### src/rtl/ex_mem_stage.sv
// EX/MEM pipeline register for the 5-stage MIPS pipeline.
// Captures the ALU result and MEM/WB controls, registers branch resolution
// for the PC mux, and tracks the multi-cycle multiplier. While a multiply is
// in flight it raises an interlock against HI/LO reads and back-to-back mults.
module ex_mem_stage #(
  parameter int DATA_W     = 32,
  parameter int REG_W      = 5,
  parameter int MUL_CYCLES = 32
) (
  input  logic              clk,
  input  logic              rst,
  input  logic [DATA_W-1:0] ex_alu_out,
  input  logic              ex_zero,
  input  logic [DATA_W-1:0] ex_store_data,
  input  logic [REG_W-1:0]  ex_wr_reg,
  input  logic [DATA_W-1:0] ex_branch_target,
  input  logic              ex_valid,
  input  logic              ex_reg_write,
  input  logic              ex_mem_read,
  input  logic              ex_mem_write,
  input  logic              ex_mem_to_reg,
  input  logic              ex_branch,
  input  logic              ex_en_mul,
  input  logic              ex_hilo_read,
  input  logic              flush,
  input  logic              mem_stall,
  output logic [DATA_W-1:0] mem_alu_out,
  output logic [DATA_W-1:0] mem_store_data,
  output logic [REG_W-1:0]  mem_wr_reg,
  output logic              mem_reg_write,
  output logic              mem_mem_read,
  output logic              mem_mem_write,
  output logic              mem_mem_to_reg,
  output logic              mem_valid,
  output logic              mem_pc_src,
  output logic [DATA_W-1:0] mem_branch_target,
  output logic              stall_req,
  output logic              mul_busy,
  output logic              hilo_ready
);

  localparam int               CNT_W    = $clog2(MUL_CYCLES);
  localparam logic [CNT_W-1:0] CNT_INIT = CNT_W'(MUL_CYCLES - 2);

  typedef enum logic [1:0] {
    S_IDLE,
    S_RUN,
    S_DONE
  } mul_state_t;

  // Everything the MEM stage sees, held as one register so a bubble is '0.
  typedef struct packed {
    logic [DATA_W-1:0] alu_out;
    logic [DATA_W-1:0] store_data;
    logic [REG_W-1:0]  wr_reg;
    logic              reg_write;
    logic              mem_read;
    logic              mem_write;
    logic              mem_to_reg;
    logic              valid;
    logic              pc_src;
    logic [DATA_W-1:0] branch_target;
  } stage_t;

  mul_state_t       state_q, state_d;
  logic [CNT_W-1:0] cnt_q, cnt_d;
  stage_t           stage_q, stage_ex;
  logic             mul_accept;

  // Interlock: HI/LO is not valid yet, and the multiplier cannot take a second op.
  assign stall_req  = (state_q == S_RUN) & ex_valid & (ex_hilo_read | ex_en_mul);
  assign mul_busy   = (state_q == S_RUN);
  assign hilo_ready = (state_q == S_DONE);
  assign mul_accept = ex_en_mul & ex_valid & ~stall_req & ~mem_stall;

  // Multiplier FSM state and latency counter.
  // NOTE: sequential state uses non-blocking (<=) so every flop samples pre-edge values.
  always_ff @(posedge clk or negedge rst) begin
    if (!rst) begin
      state_q <= S_IDLE;
      cnt_q   <= '0;
    end else begin
      state_q <= state_d;
      cnt_q   <= cnt_d;
    end
  end

  // Multiplier next-state: the counter runs even while MEM is stalled.
  // NOTE: every always_comb output gets a default first so no latch is inferred.
  always_comb begin
    state_d = state_q;
    cnt_d   = cnt_q;
    unique case (state_q)
      S_IDLE: begin
        if (mul_accept) begin
          state_d = S_RUN;
          cnt_d   = CNT_INIT;
        end
      end
      S_RUN: begin
        if (cnt_q == '0) begin
          state_d = S_DONE;
        end else begin
          cnt_d = cnt_q - CNT_W'(1);
        end
      end
      S_DONE: begin
        if (mul_accept) begin
          state_d = S_RUN;
          cnt_d   = CNT_INIT;
        end else begin
          state_d = S_IDLE;
        end
      end
      default: state_d = S_IDLE;
    endcase
  end

  // Incoming instruction with every control qualified by ex_valid.
  always_comb begin
    stage_ex               = '0;
    stage_ex.alu_out       = ex_alu_out;
    stage_ex.store_data    = ex_store_data;
    stage_ex.wr_reg        = ex_wr_reg;
    stage_ex.reg_write     = ex_reg_write & ex_valid;
    stage_ex.mem_read      = ex_mem_read & ex_valid;
    stage_ex.mem_write     = ex_mem_write & ex_valid;
    stage_ex.mem_to_reg    = ex_mem_to_reg & ex_valid;
    stage_ex.valid         = ex_valid;
    stage_ex.pc_src        = ex_branch & ex_zero & ex_valid;
    stage_ex.branch_target = ex_branch_target;
  end

  // Pipeline register: flush beats hold, hold beats interlock bubble, else capture.
  always_ff @(posedge clk or negedge rst) begin
    if (!rst) begin
      stage_q <= '0;
    end else if (flush) begin
      stage_q <= '0;
    end else if (mem_stall) begin
      stage_q <= stage_q;
    end else if (stall_req) begin
      stage_q <= '0;
    end else begin
      stage_q <= stage_ex;
    end
  end

  assign mem_alu_out       = stage_q.alu_out;
  assign mem_store_data    = stage_q.store_data;
  assign mem_wr_reg        = stage_q.wr_reg;
  assign mem_reg_write     = stage_q.reg_write;
  assign mem_mem_read      = stage_q.mem_read;
  assign mem_mem_write     = stage_q.mem_write;
  assign mem_mem_to_reg    = stage_q.mem_to_reg;
  assign mem_valid         = stage_q.valid;
  assign mem_pc_src        = stage_q.pc_src;
  assign mem_branch_target = stage_q.branch_target;

endmodule

### config.mk
export PLATFORM = sky130hd
export DESIGN_NAME = ex_mem_stage
export DESIGN_NICKNAME = d
export VERILOG_FILES = /design/src/rtl/ex_mem_stage.sv
export SDC_FILE = /design/constraint.sdc
export NUM_CORES = 1
export LEC_CHECK = 0
export ABC_AREA = 1
export ABC_CLOCK_PERIOD_IN_PS = 1400
export CELL_PAD_IN_SITES_DETAIL_PLACEMENT = 1
export CELL_PAD_IN_SITES_GLOBAL_PLACEMENT = 2
export CORE_AREA = 2 2 149 151
export CTS_CLUSTER_SIZE = 16
export DETAILED_ROUTE_END_ITERATION = 8
export DIE_AREA = 0 0 151 153
export PLACE_DENSITY_LB_ADDON = 0.1
export RECOVER_POWER = 25
export SLEW_MARGIN = 20
export SYNTH_ARGS = -nofsm -noshare
export SYNTH_HDL_FRONTEND = slang
export SYNTH_SLANG_ARGS = --single-unit
### constraint.sdc
create_clock -name clk -period 1.4 [get_ports clk]
set_input_delay 0.35 -clock clk [delete_from_list [all_inputs] [get_ports clk]]
set_output_delay 0.35 -clock clk [all_outputs]
set_load 0.02 [all_outputs]
### Word level (Yosys, flattened, before mapping)

Index checks and enable logic that the tools add are counted.

| storage, ports and cells | value |
|---|---|
| flip-flop bits (word level) | 114 |
| input bits | 114 |
| output and inout bits | 110 |
| word-level logic and storage cells | 50 |

| operators by class | value |
|---|---|
| add/sub/neg operators | 1 |
| equal/unequal tests | 7 |
| muxes and demuxes | 10 |
| bitwise operators | 14 |
| reduce and logical (&&, ||, !) cells | 6 |

Operators by type and width:

| cell | number |
|---|---|
| two-way mux 107 bit | 3 |
| bitwise AND 1 bit | 11 |
| two-way mux 5 bit | 2 |
| case mux 5 bit (2 select lines) | 1 |
| != test 2 bit (second input constant) | 3 |
| case mux 2 bit (3 select lines) | 1 |
| zero test 5 bit | 1 |
| subtractor 5 x 1 -> 5 bit (second input constant) | 1 |
| two-way mux 2 bit | 2 |
| != test 2 x 1 -> 1 bit (second input constant) | 2 |
| AND reduction 3 bit | 1 |
| == test 2 x 1 -> 1 bit (second input constant) | 1 |
| == test 2 bit (second input constant) | 1 |
| zero test 2 bit | 1 |
| NOT 1 bit | 2 |
| AND reduction 2 bit | 1 |
| nonzero test 2 bit | 1 |
| OR reduction 2 bit | 1 |
| two-way mux 1 bit | 1 |
| OR 1 bit | 1 |

### Longest topological paths before layout

Gate-level depths: netlist of the first run.

| depth | value |
|---|---|
| word-level depth | 8 |
| mapped depth | 8 |
| mapped depth without buffers | 7 |

### Worst setup path before layout of the first run

Ideal clock, no wire load.

| timing | value |
|---|---|
| path type | register to output |
| from | register state_q[0] |
| to | output stall_req |
| data arrival time | 1.122 ns |
| data required time | 1.050 ns |
| setup slack | -0.072 ns |
| stages on the path, launching flop included | 7 |
| path buffers | 2 |
| cells stage by stage | dfrtp_1 -> buf_4 -> inv_4 -> nor2_8 -> nand3_4 -> clkbuf_1 -> inv_1 |

| on the way | value |
|---|---|
| cells in the longest elaborated chain, start to end | 3 |

RTL lines:

| what | line | RTL |
|---|---|---|
| start, declared | 65 | `mul_state_t state_q, state_d;` |
| start signal, assigned | 83 | `state_q <= state_d;` |
| == test 2 x 1 -> 1 bit | -- |  |
| net mul_busy | 38 | `output logic mul_busy,` |
| bitwise AND 1 bit (2 in series) | 71 | `assign stall_req = (state_q == S_RUN) & ex_valid & (ex_hilo_read \| ex_en_mul);` |
| end, declared | 37 | `output logic stall_req,` |

The timed path passes the listed nets, and every way through them passes these cells.

### Worst setup path in the final report of the first run

| timing | value |
|---|---|
| from | register state_q[0] |
| to | output stall_req |

| on the way | value |
|---|---|
| cells in the longest elaborated chain, start to end | 3 |

RTL lines:

| what | line |
|---|---|
| == test 2 x 1 -> 1 bit | 71 |
| bitwise AND 1 bit (2 in series) | 71 |

Every way passes these cells.

==> impl_metrics.yaml, run 1 <==
cells_and_area:
  drive_gt1_share_pct: 24.03
  regArea_um2: 2854
  final_core_util_pct: 35.66
  multi_input_area_um2: 1705
  fillers: 2531
  area_growth_syn_to_layout_pct: 58.01
  nNetsFinal: 872
  finalNonFillerCells: 1050
  antenna_cells: 0
die:
  rows: 54
  core_um2: 21490
  start_util_pct: 22.57
  ioPinCount: 224
  die_h_um: 153
  fp.dieW_um: 151
  design.die.area_um2: 23100
placement:
  hpwl_um: 12540
  port_buffers: 223
  dp_cells: 1011
  place.gp.congestion: 0.7428
  pre_cts_ws_ns: -0.3124
cts:
  cts_buffer_depth: 2
  clkTransAtPathRegs_ns: 0.05
  numClockSinks: 114
  cts-buffers-inserted: 17
  tritoncts: "yes"
  clk_latency_ns: 0.41
  cts_root_buffer: "clkbuf_16"
  h-tree-depth: 4
setup_path:
  crit_chain: "inv_4 -> nor2_8 -> buf_6 -> nand3_4 -> inv_2 -> buf_12"
  cp.arrival_ns: 1.34
  end_kind: "output port"
  cp-start-kind: "flip-flop"
  critical_path_class: "flip-flop to output port"
  slowest_stage: "dfrtp_1"
  required_ns: 1.05
  cpPeakStageDelay_ns: 0.39
  critPathMaxFanout: 2
  reg2reg_depth: 8
pwr:
  power_density_nw_per_um2: 1457
  p_leak_nw: 4.056
  vdd_drop_max_v: 0.0007806
detailed_routing:
  routed_wirelength_um: 18600
  ant_nets: 0
  drtIter0Drc: 152
  post_drt_wl_per_cell_um: 17.71
  drtPass1Iterations: 4
  avgViaCountPerCell: 4.493
  vias: 4718
  drc: 0
timing:
  fin_tns_setup_ns: -3.252
  slew_headroom_pct: 66.99
  timing_worst_slew_pin_value_ns: 0.4951
  finalCriticalPeriod_ns: 1.689
  final-setup-viol-count: 59
  rsz0062_at_grt: "true"
  finalWorstSetupSlack_ns: -0.2892
  finalHoldViolCount: 0
  fin_hold_ws_ns: 0.4159
  finalCritPeriodShare_pct: 120.7
  maxSlewViolCount: 0
  max_freq_mhz: 592.0
  fin_skew_ns: 0.007806
logic_synthesis:
  synth_cells: 528
  synth_edf_count: 0
  yosysWarnings: 0
  ys_seq_area_share_pct: 58.84
  synth-seq-cells: 114
  ys_types: 22
  synthesis.area_um2: 4848
  async_flop_share_pct: 100.0
  ys.flop_type: "dfrtp_1"
  synth.net_count: 643
  syn_area_per_cell_um2: 9.183
global_routing:
  grt_max_degree: 55
  grt_antenna_before_repair: 0
  gr-usage-all-layers_pct: 16.44
  overflow: 0
  grt_pass1_wl_um: 29290
  grt_pass1_vias: 5099
status:
  status: "finished, violations left"
  violations: "negative setup slack"
flow_run:
  cap_violations: 0
min_path:
  hp-class: "primary input to asynchronous set/reset pin"
path summary, 6_finish.rpt:
check                                         to  slack, ns            from
min                        mem_branch_target[28]       0.42             rst
min in group clk                       mem_valid       0.42       mem_stall
min reg2reg                       mem_alu_out[1]       0.50  mem_alu_out[1]
max                                    stall_req      -0.29      state_q[0]
max reg2reg                      mem_alu_out[30]      -0.11      state_q[0]
max in group asynchronous  mem_branch_target[17]       0.16             rst
placed cells by master, fill, tap and decap left out, types with 2 or more instances in the layout:
master	Yosys	layout
nand3b_1	2	2
buf_2	12	107
clkinv_2	0	6
nand2_1	120	120
buf_8	0	2
inv_1	10	9
clkdlybuf4s50_1	0	111
nor2_4	0	2
bufinv_16	0	3
clkbuf_8	0	4
buf_6	8	4
nor3_1	2	2
clkinvlp_4	0	2
clkbuf_16	0	17
nand3_4	1	2
dfrtp_1	114	113
buf_12	0	8
buf_4	4	20
o21ai_1	5	5
nor2_1	3	2
nand3_1	215	215
critical path, delay by kind of cell (launching register included):
| family | cells | cell delay (ns) |
|---|---|---|
| and+or+nand+nor | 2 | 0.18 |
| DFF | 1 | 0.39 |
| buffers and inverters | 4 | 0.37 |
report_power, final:
part | total, W | switching, W | internal, W
clock network | 0.00450 | 0.00153 | 0.00297
registers | 0.00387 | 0.000221 | 0.00364
logic | 0.00279 | 0.00159 | 0.00120
area by class of cell:
cell class                 count  share of cell area, %
sequential                   114                  37.25
tap                          280                  4.573
clock inverter                10                  1.699
timing repair buffer         256                  27.26
clock buffer                  22                  6.320
multi-input combinational    356                  22.26
inverter                      12                 0.6369
kinds of logic (layout without fill, tap and decap cells):
| kind of cell | after synthesis | count (layout) | synth area share (%) |
|---|---|---|---|
| xor gates and xnor gates | 1 | 1 | 0.1807 |
| and+or+nand+nor | 349 | 349 | 33.81 |
| AOI/OAI and AO/OA | 5 | 5 | 0.5160 |
| buffers and inverters | 58 | 300 | 6.400 |
| DFF | 114 | 114 | 58.84 |
| adders and majority gates | 1 | 1 | 0.2580 |
Yosys cell counts, types with 2 or more instances:
cell type / count / share of area (%)
inv_1: 10 / 0.77
o21ai_1: 5 / 0.52
buf_6: 8 / 1.9
nor2_1: 3 / 0.23
buf_2: 12 / 1.2
nand3_1: 215 / 22
buf_4: 4 / 0.62
nor3_1: 2 / 0.21
nand2_1: 120 / 9.3
nand3b_1: 2 / 0.31
dfrtp_1: 114 / 59
clkbuf_1: 22 / 1.7
nand3_2: 2 / 0.41
per-stage QoR:
stage                     total power, W  cell area (um2)
final                            0.01116             7661
after global routing             0.01179             7661
after CTS                        0.01132             7647
after detailed placement        0.006775             7475
after global placement          0.006721             7475
after floorplan                 0.005325             4850
layer usage:
layer  up-vias  global-route usage [%]  wire length (um)
met2       138                   27.73              9286
met1      2318                   19.73              7687
met5         -                       0                 0
met3        23                   5.493              1346
met4         0                   5.118               279
li1       2239                       -                 -
repair_timing:
action                                  CTS  global route
buffers inserted                          3             2
endpoints found under the setup margin  176           116
gates cloned                              1             0
gates resized for setup                 444             4
hold buffers                              1             0
pin swaps                                 0             1
endpoints found under the hold margin    14             0
Power figures use the tool's default switching activity.
==> run 2: changes to the inputs <==
Settings changed: HOLD_SLACK_MARGIN set to 0.05.
==> results of run 2 <==
The final DEF is identical to that of run 1; final timing and power are the same.
